$ cat src/rtl/pc_sequencer.sv
// Instruction-fetch sequencer: owns the PC, drives the imem request and hands words to decode.
// Define DELAY_SLOT_EN to deliver the MIPS delay-slot word after a redirect instead of squashing it.
module pc_sequencer #(
    parameter logic [31:0] RESET_PC = 32'h0000_3000
) (
    input  logic        clk,
    input  logic        rst_n,
    output logic        imem_req,
    output logic [31:0] imem_addr,
    input  logic        imem_ack,
    input  logic [31:0] imem_rdata,
    output logic        instr_valid,
    output logic [31:0] instr,
    output logic [31:0] instr_pc,
    input  logic        instr_ready,
    input  logic        redir_valid,
    input  logic [5:0]  redir_op,
    input  logic [31:0] redir_data,
    input  logic [31:0] redir_base,
    output logic [31:0] link_pc
);

`ifdef DELAY_SLOT_EN
    localparam bit SLOT = 1'b1;
`else
    localparam bit SLOT = 1'b0;
`endif

    typedef enum logic [1:0] {IDLE, FETCH, HOLD} state_t;

    state_t      state;
    state_t      state_nxt;
    logic [31:0] pc;
    logic [31:0] pend_tgt;
    logic        pend;
    logic [31:0] nb;
    logic [31:0] tgt;
    logic [31:0] eff_tgt;
    logic        accept;
    logic        eff_valid;
    logic        ack_fire;
    logic        rel;
    logic        squash;
    logic        take;

    always_comb begin
        nb = redir_base + 32'd4;
        case (redir_op)
            6'b000000:            tgt = {redir_data[31:2], 2'b00};
            6'b000010, 6'b000011: tgt = {nb[31:28], redir_data[25:0], 2'b00};
            default:              tgt = nb + {redir_data[29:0], 2'b00};
        endcase
    end

    // A redirect arriving this cycle acts exactly like one already pending.
    assign accept    = redir_valid && !pend && (state != IDLE);
    assign eff_valid = pend || accept;
    assign eff_tgt   = pend ? pend_tgt : tgt;
    assign ack_fire  = (state == FETCH) && imem_ack;
    assign rel       = (state == HOLD) && instr_ready;
    assign squash    = !SLOT && eff_valid;
    assign take      = eff_valid && (ack_fire || (!SLOT && rel));

    always_ff @(posedge clk or negedge rst_n) begin
        if (!rst_n) state <= IDLE;
        else        state <= state_nxt;
    end

    always_comb begin
        state_nxt = state;
        case (state)
            IDLE:  state_nxt = FETCH;
            FETCH: if (imem_ack) state_nxt = squash ? FETCH : HOLD;
            HOLD:  if (instr_ready) state_nxt = FETCH;
            default: state_nxt = IDLE;
        endcase
    end

    always_comb begin
        imem_req    = 1'b0;
        imem_addr   = 32'd0;
        instr_valid = 1'b0;
        case (state)
            FETCH: begin
                imem_req  = 1'b1;
                imem_addr = pc;
            end
            HOLD:    instr_valid = 1'b1;
            default: ;
        endcase
    end

    always_ff @(posedge clk or negedge rst_n) begin
        if (!rst_n) begin
            pc       <= RESET_PC;
            pend     <= 1'b0;
            pend_tgt <= 32'd0;
            instr    <= 32'd0;
            instr_pc <= 32'd0;
            link_pc  <= 32'd0;
        end else begin
            if (ack_fire && !squash) begin
                instr    <= imem_rdata;
                instr_pc <= pc;
            end
            if (take)          pc <= eff_tgt;
            else if (ack_fire) pc <= pc + 32'd4;
            if (take) begin
                pend <= 1'b0;
            end else if (accept) begin
                pend     <= 1'b1;
                pend_tgt <= tgt;
            end
            if (accept && redir_op == 6'b000011)
                link_pc <= redir_base + 32'd8;
        end
    end

endmodule

$ cat config.mk
export PLATFORM = sky130hd
export DESIGN_NAME = pc_sequencer
export DESIGN_NICKNAME = d
export VERILOG_FILES = /design/src/rtl/pc_sequencer.sv
export SDC_FILE = /design/constraint.sdc
export NUM_CORES = 1
export LEC_CHECK = 0
export BUFFER_PORTS_ARGS = -buffer_cell sky130_fd_sc_hd__buf_4
export CAP_MARGIN = 20
export CORE_ASPECT_RATIO = 0.75
export CORE_MARGIN = 5
export CORE_UTILIZATION = 36
export DETAILED_ROUTE_END_ITERATION = 7
export SLEW_MARGIN = 40
export SYNTH_ARGS = -nofsm -noshare
export SYNTH_HDL_FRONTEND = slang
export SYNTH_SLANG_ARGS = --single-unit
$ cat constraint.sdc
create_clock -name clk -period 3 [get_ports clk]
set_clock_uncertainty 0.2 [all_clocks]
set_input_delay 0.3 -clock clk [delete_from_list [all_inputs] [get_ports clk]]
set_output_delay 0.3 -clock clk [all_outputs]
set_load 0.01 [all_outputs]
* Word-level counts from Yosys, hierarchy flattened
Cells that the tools add are included.
** Storage, ports and cells
- Output and inout bits :: 130
- Bits in registers :: 163
- Bits of input ports :: 107
- Word-level logic and storage cells :: 50
** Cells by class
- $add $sub $neg :: 4
- Eq/ne operators :: 6
- Reductions and logical operators :: 19
- Bitwise gates (word level) :: 1
- Muxes and demuxes :: 13
** Operators by type and width (count)
- 2-to-1 mux 32 bit :: 4
- adder 32 x 3 -> 32 bit, second input constant :: 2
- one-hot mux 32 bit (2 select lines) :: 1
- adder 32 bit :: 1
- adder 32 x 4 -> 32 bit, second input constant :: 1
- == test 6 x 2 -> 1 bit, second input constant :: 2
- logical AND 1 bit :: 7
- zero test 6 bit :: 1
- 2-to-1 mux 2 bit :: 3
- one-hot mux 2 bit (3 select lines) :: 1
- nonzero test 2 bit :: 3
- 2-to-1 mux 1 bit :: 4
- != test 2 bit, second input constant :: 2
- AND reduction 2 bit :: 2
- == test 2 x 1 -> 1 bit, second input constant :: 1
- == test 2 bit, second input constant :: 1
- zero test 1 bit :: 2
- zero test 2 bit :: 1
- logical OR 1 bit :: 2
- OR reduction 2 bit :: 1
- NOT 1 bit :: 1

* Depth between registers and ports, before layout
- Depth in word-level cells :: 7
- Gate-level depth with buffers :: 18
- Gate-level depth less buffers :: 17

* Least setup slack after synthesis
OpenSTA, ideal clock, no wires.
- Path type :: input to register
- From :: input redir_base[3]
- To :: register pend_tgt[20]
- Library setup time :: 0.137 ns
- Stages :: 16
- Setup slack :: -0.689 ns
- Path buffers :: 0
- Arrival time :: 3.352 ns
- Cell sequence :: ha_1 nand3_1 nor3_4 nand2_1 nor3_1 xor2_1 ha_1 a21oi_1 o21ai_0 a21o_1 a21oi_1 o31a_1 xor2_1 nor2_1 a221oi_1 a21oi_1
** Between the ends
- Cells in the longest elaborated chain, start to end :: 3
** RTL lines
- start, declared :: RTL line 19 : input logic [31:0] redir_base,
- adder 32 x 3 -> 32 bit :: RTL line 47 : nb = redir_base + 32'd4;
- adder 32 bit :: RTL line 51 : default: tgt = nb + {redir_data[29:0], 2'b00};
- one-hot mux 32 bit (2 select lines) :: RTL line 48 : case (redir_op)
- end signal, assigned :: RTL line 112 : pend_tgt <= tgt;
- end, declared :: RTL line 34 : logic [31:0] pend_tgt;
Every way passes these cells.
A chain may end at the register's enable or synchronous reset.

* Worst setup path after layout
- From :: input redir_base[3]
- To :: register pend_tgt[25]
Same word-level chain as after synthesis.

==> impl_results.md <==
- Met1 Track Usage GR: 0.297
- Pre-antenna DRT Iters: 5
- Placement Setup Slack: -650 ps
- Num CTS Buffers: 17
- # setup viols final: 25
- Failing checks: negative setup slack
- Ys Warns: 0
- Vias in the first global route: 9866
- HP Start: redir_data[18]
- Worst Path Required: 3090 ps
- Ys async rst share: 1.00
- Met3 usage: 0.0381
- CP startpoint kind: primary input
- Most common cell on crit path: a21oi_2
- Slew margin rel.: 0.582
- GPL Wtd Cong: 0.851
- Setup WS post-layout: -214 ps
- FP Rows: 53
- Post-synth top flop: dfrtp_1
- Reg2Reg Depth: 9
- CTS max path bufs: 2
- Yosys cell types: 61
- Die Wd: 203 µm
- Cell Area, Synth: 10100 µm²
- Via count: 9880
- GR Util met2: 0.342
- Clk sinks: 163
- Setup TNS Final: -2370 ps
- Peak Freq: 311 MHz
- Most used routing layer: met2
- H-tree Lvls: 4
- Gr usage total: 0.210
- Number of DRC markers in iteration 0: 570
- RR Startpoint: pc[4]
- DR vias/cell: 5.15
- Setup crit start: redir_base[3]
- Global-route wire length before repair: 53500 µm
- Seq/Total Area, Yosys: 0.405
- Cell count after synthesis: 1094
- Period utilization: 1.07
- Maximum vdd drop: 0.448 mV
- CP arrival: 3310 ps
- Number of remaining DRC errors: 0
- Syn_area_per_cell: 9.21 µm²
- Hold path cells: 3
- Crit Path Max Fanout: 6
- Area Overhead vs Synth: 53.1%
- Worst min-delay path category: in2reg
- #FFs+latches synth: 163
- Die height: 155 µm
- Diodes inserted: 0
- CP peak stage delay: 340 ps
- Dpl hpwl: 25300 µm
- Final Hold Fails: 0
- Starting Density: 0.363
- Commonest non-fill, non-tap cell in the layout: buf_4
- Tot Pwr: 11.4 mW
- EDFF count, synth: 0
- Clk Latency, worst-skew pair: 440 ps
- Share of cells above drive strength 1: 0.430
- Cell total after placement: 1815
- RSZ-0062 raised after global routing: yes
- I/O Pins: 237
- Wire per inst: 17.4 µm
- Slew Limit Fails: 0
- Antenna Violating Nets Remaining: 0
- Port buffer count: 236
- Setup Crit Path Kind: in2reg
- Non-Filler Instances: 1919
- Hold Worst Slack: 2.15 ps
- Pwr per Cell Area: 740 nW/µm²
- Minimum clock period: 3210 ps
- Area of the die: 31500 µm²
- Antenna violations before repair: 0
- Setup crit end kind: flop
- Crit-path cells: buf_8 > ha_4 > nand3_4 > or2_4 > buf_4 > nor2_4 > xor2_1 > ha_1 > a21oi_2 > o21ai_2 > a211oi_4 > nand2_2 > a21oi_2 > o22ai_2 > a31oi_2 > mux2i_1 > a31oi_1
- Layout Nets: 1692
- R2r setup slk: 260 ps
- Mapped Nets: 1237
- Commonest non-fill, non-tap cells in the layout: buf_4 (444), dfrtp_1 (161), nand2_1 (105), nor2_1 (83), mux2_2 (68)
- Root Buffer: clkbuf_16
- Overflow after GRT: 0
- Lkg Pwr: 6.99 nW
- CTS tree: done
- Max-cap violations: 0
- Status: finished with violations
- Largest net degree at the start of global routing: 73
- Clock-pin slew on the worst setup and hold paths: 70 ps
- Slowest cell on crit path: a211oi_4
- Core Box Area: 27800 µm²
- Slew @ Worst Pin: 622 ps
- Routed wire length: 33400 µm
-- metal layers --
metal / part of all wire / vias up
met5: 0 / -
met4: 0.010 / 0
met3: 0.043 / 26
met2: 0.48 / 209
met1: 0.47 / 4853
li1: - / 4792
-- worst max-delay path: cells and delay by family --
family          cells  cell delay, ps
compound gates      7            1270
simple gates        4             590
fa+ha+maj           2             440
mux                 1             270
buf+inv             2             240
xor+xnor            1             170
-- per-stage QoR --
stage | utilization | instance area (µm²)
2_1_floorplan | - | 10300
3_3_place_gp | 0.496 | 13800
3_5_place_dp | 0.496 | 13800
4_1_cts | 0.542 | 15100
5_1_grt | 0.555 | 15400
6_report | 0.555 | 15400
-- logic make-up after synthesis --
kind of cell	count (synthesis)	share of synthesized area
AO/OA/AOI/OAI	258	0.159
adder cells (fa/ha/maj)	36	0.0455
flip-flops	163	0.405
multiplexers	75	0.0830
AND/OR/NAND/NOR	380	0.187
XOR/XNOR	106	0.0922
buffers and inverters	76	0.0289
-- path summary, 6_finish.rpt --
| check | endpoint |
|---|---|
| max | pend_tgt[25] |
| min | pc[20] |
| max reg2reg | pc[25] |
| min reg2reg | link_pc[6] |
| max in group asynchronous | pc[8] |
| min in group asynchronous | link_pc[3] |
-- flip-flops by register name, summed over array words and instances (netlist names) --
name / cells
link_pc: 32
state: 2
pend: 1
pc: 32
pend_tgt: 32
instr: 32
instr_pc: 32
-- layout make-up --
type                            instances  area [µm²]
Clock buffer                           19         443
Clock inverter                         13         161
Fill cell                            2555       12400
Inverter                               12        45.0
Multi-Input combinational cell        855        6300
Sequential cell                       163        4080
Tap cell                              357         447
Timing Repair Buffer                  500        3950
-- cell usage after synthesis, drive strengths merged, types with 7 or more instances --
master	count	area share
xnor2	52	0.045
a22oi	13	0.0097
nor3	25	0.015
nor2	94	0.035
clkbuf	53	0.020
a21o	19	0.014
inv	12	0.0045
o211ai	8	0.0060
nand3	37	0.019
mux2i	7	0.0070
mux2	68	0.076
xor2	54	0.047
nand2	113	0.042
o21a	9	0.0067
nand3b	11	0.0082
and2	37	0.023
a31oi	20	0.012
and3	9	0.0056
a221oi	12	0.010
ha	35	0.043
a21oi	70	0.035
o21ai	80	0.040
dfrtp	161	0.40
buf	11	0.0047
nand4	25	0.016
-- power by group --
| part | total, mW | switching (mW) | internal, mW |
|---|---|---|---|
| registers | 3.85 | 0.696 | 3.15 |
| logic | 5.26 | 2.51 | 2.74 |
| clock network | 2.31 | 1.03 | 1.28 |
| total | 11.4 | 4.23 | 7.18 |
-- what timing repair did --
item	in CTS	in global routing
pin swaps	30	47
gates resized for setup	37	46
endpoints found under the hold margin	107	1
buffers inserted	14	16
setup endpoints to repair	22	39
cloned	0	0
hold buffers	40	1
(Power assumes the default switching activity.)
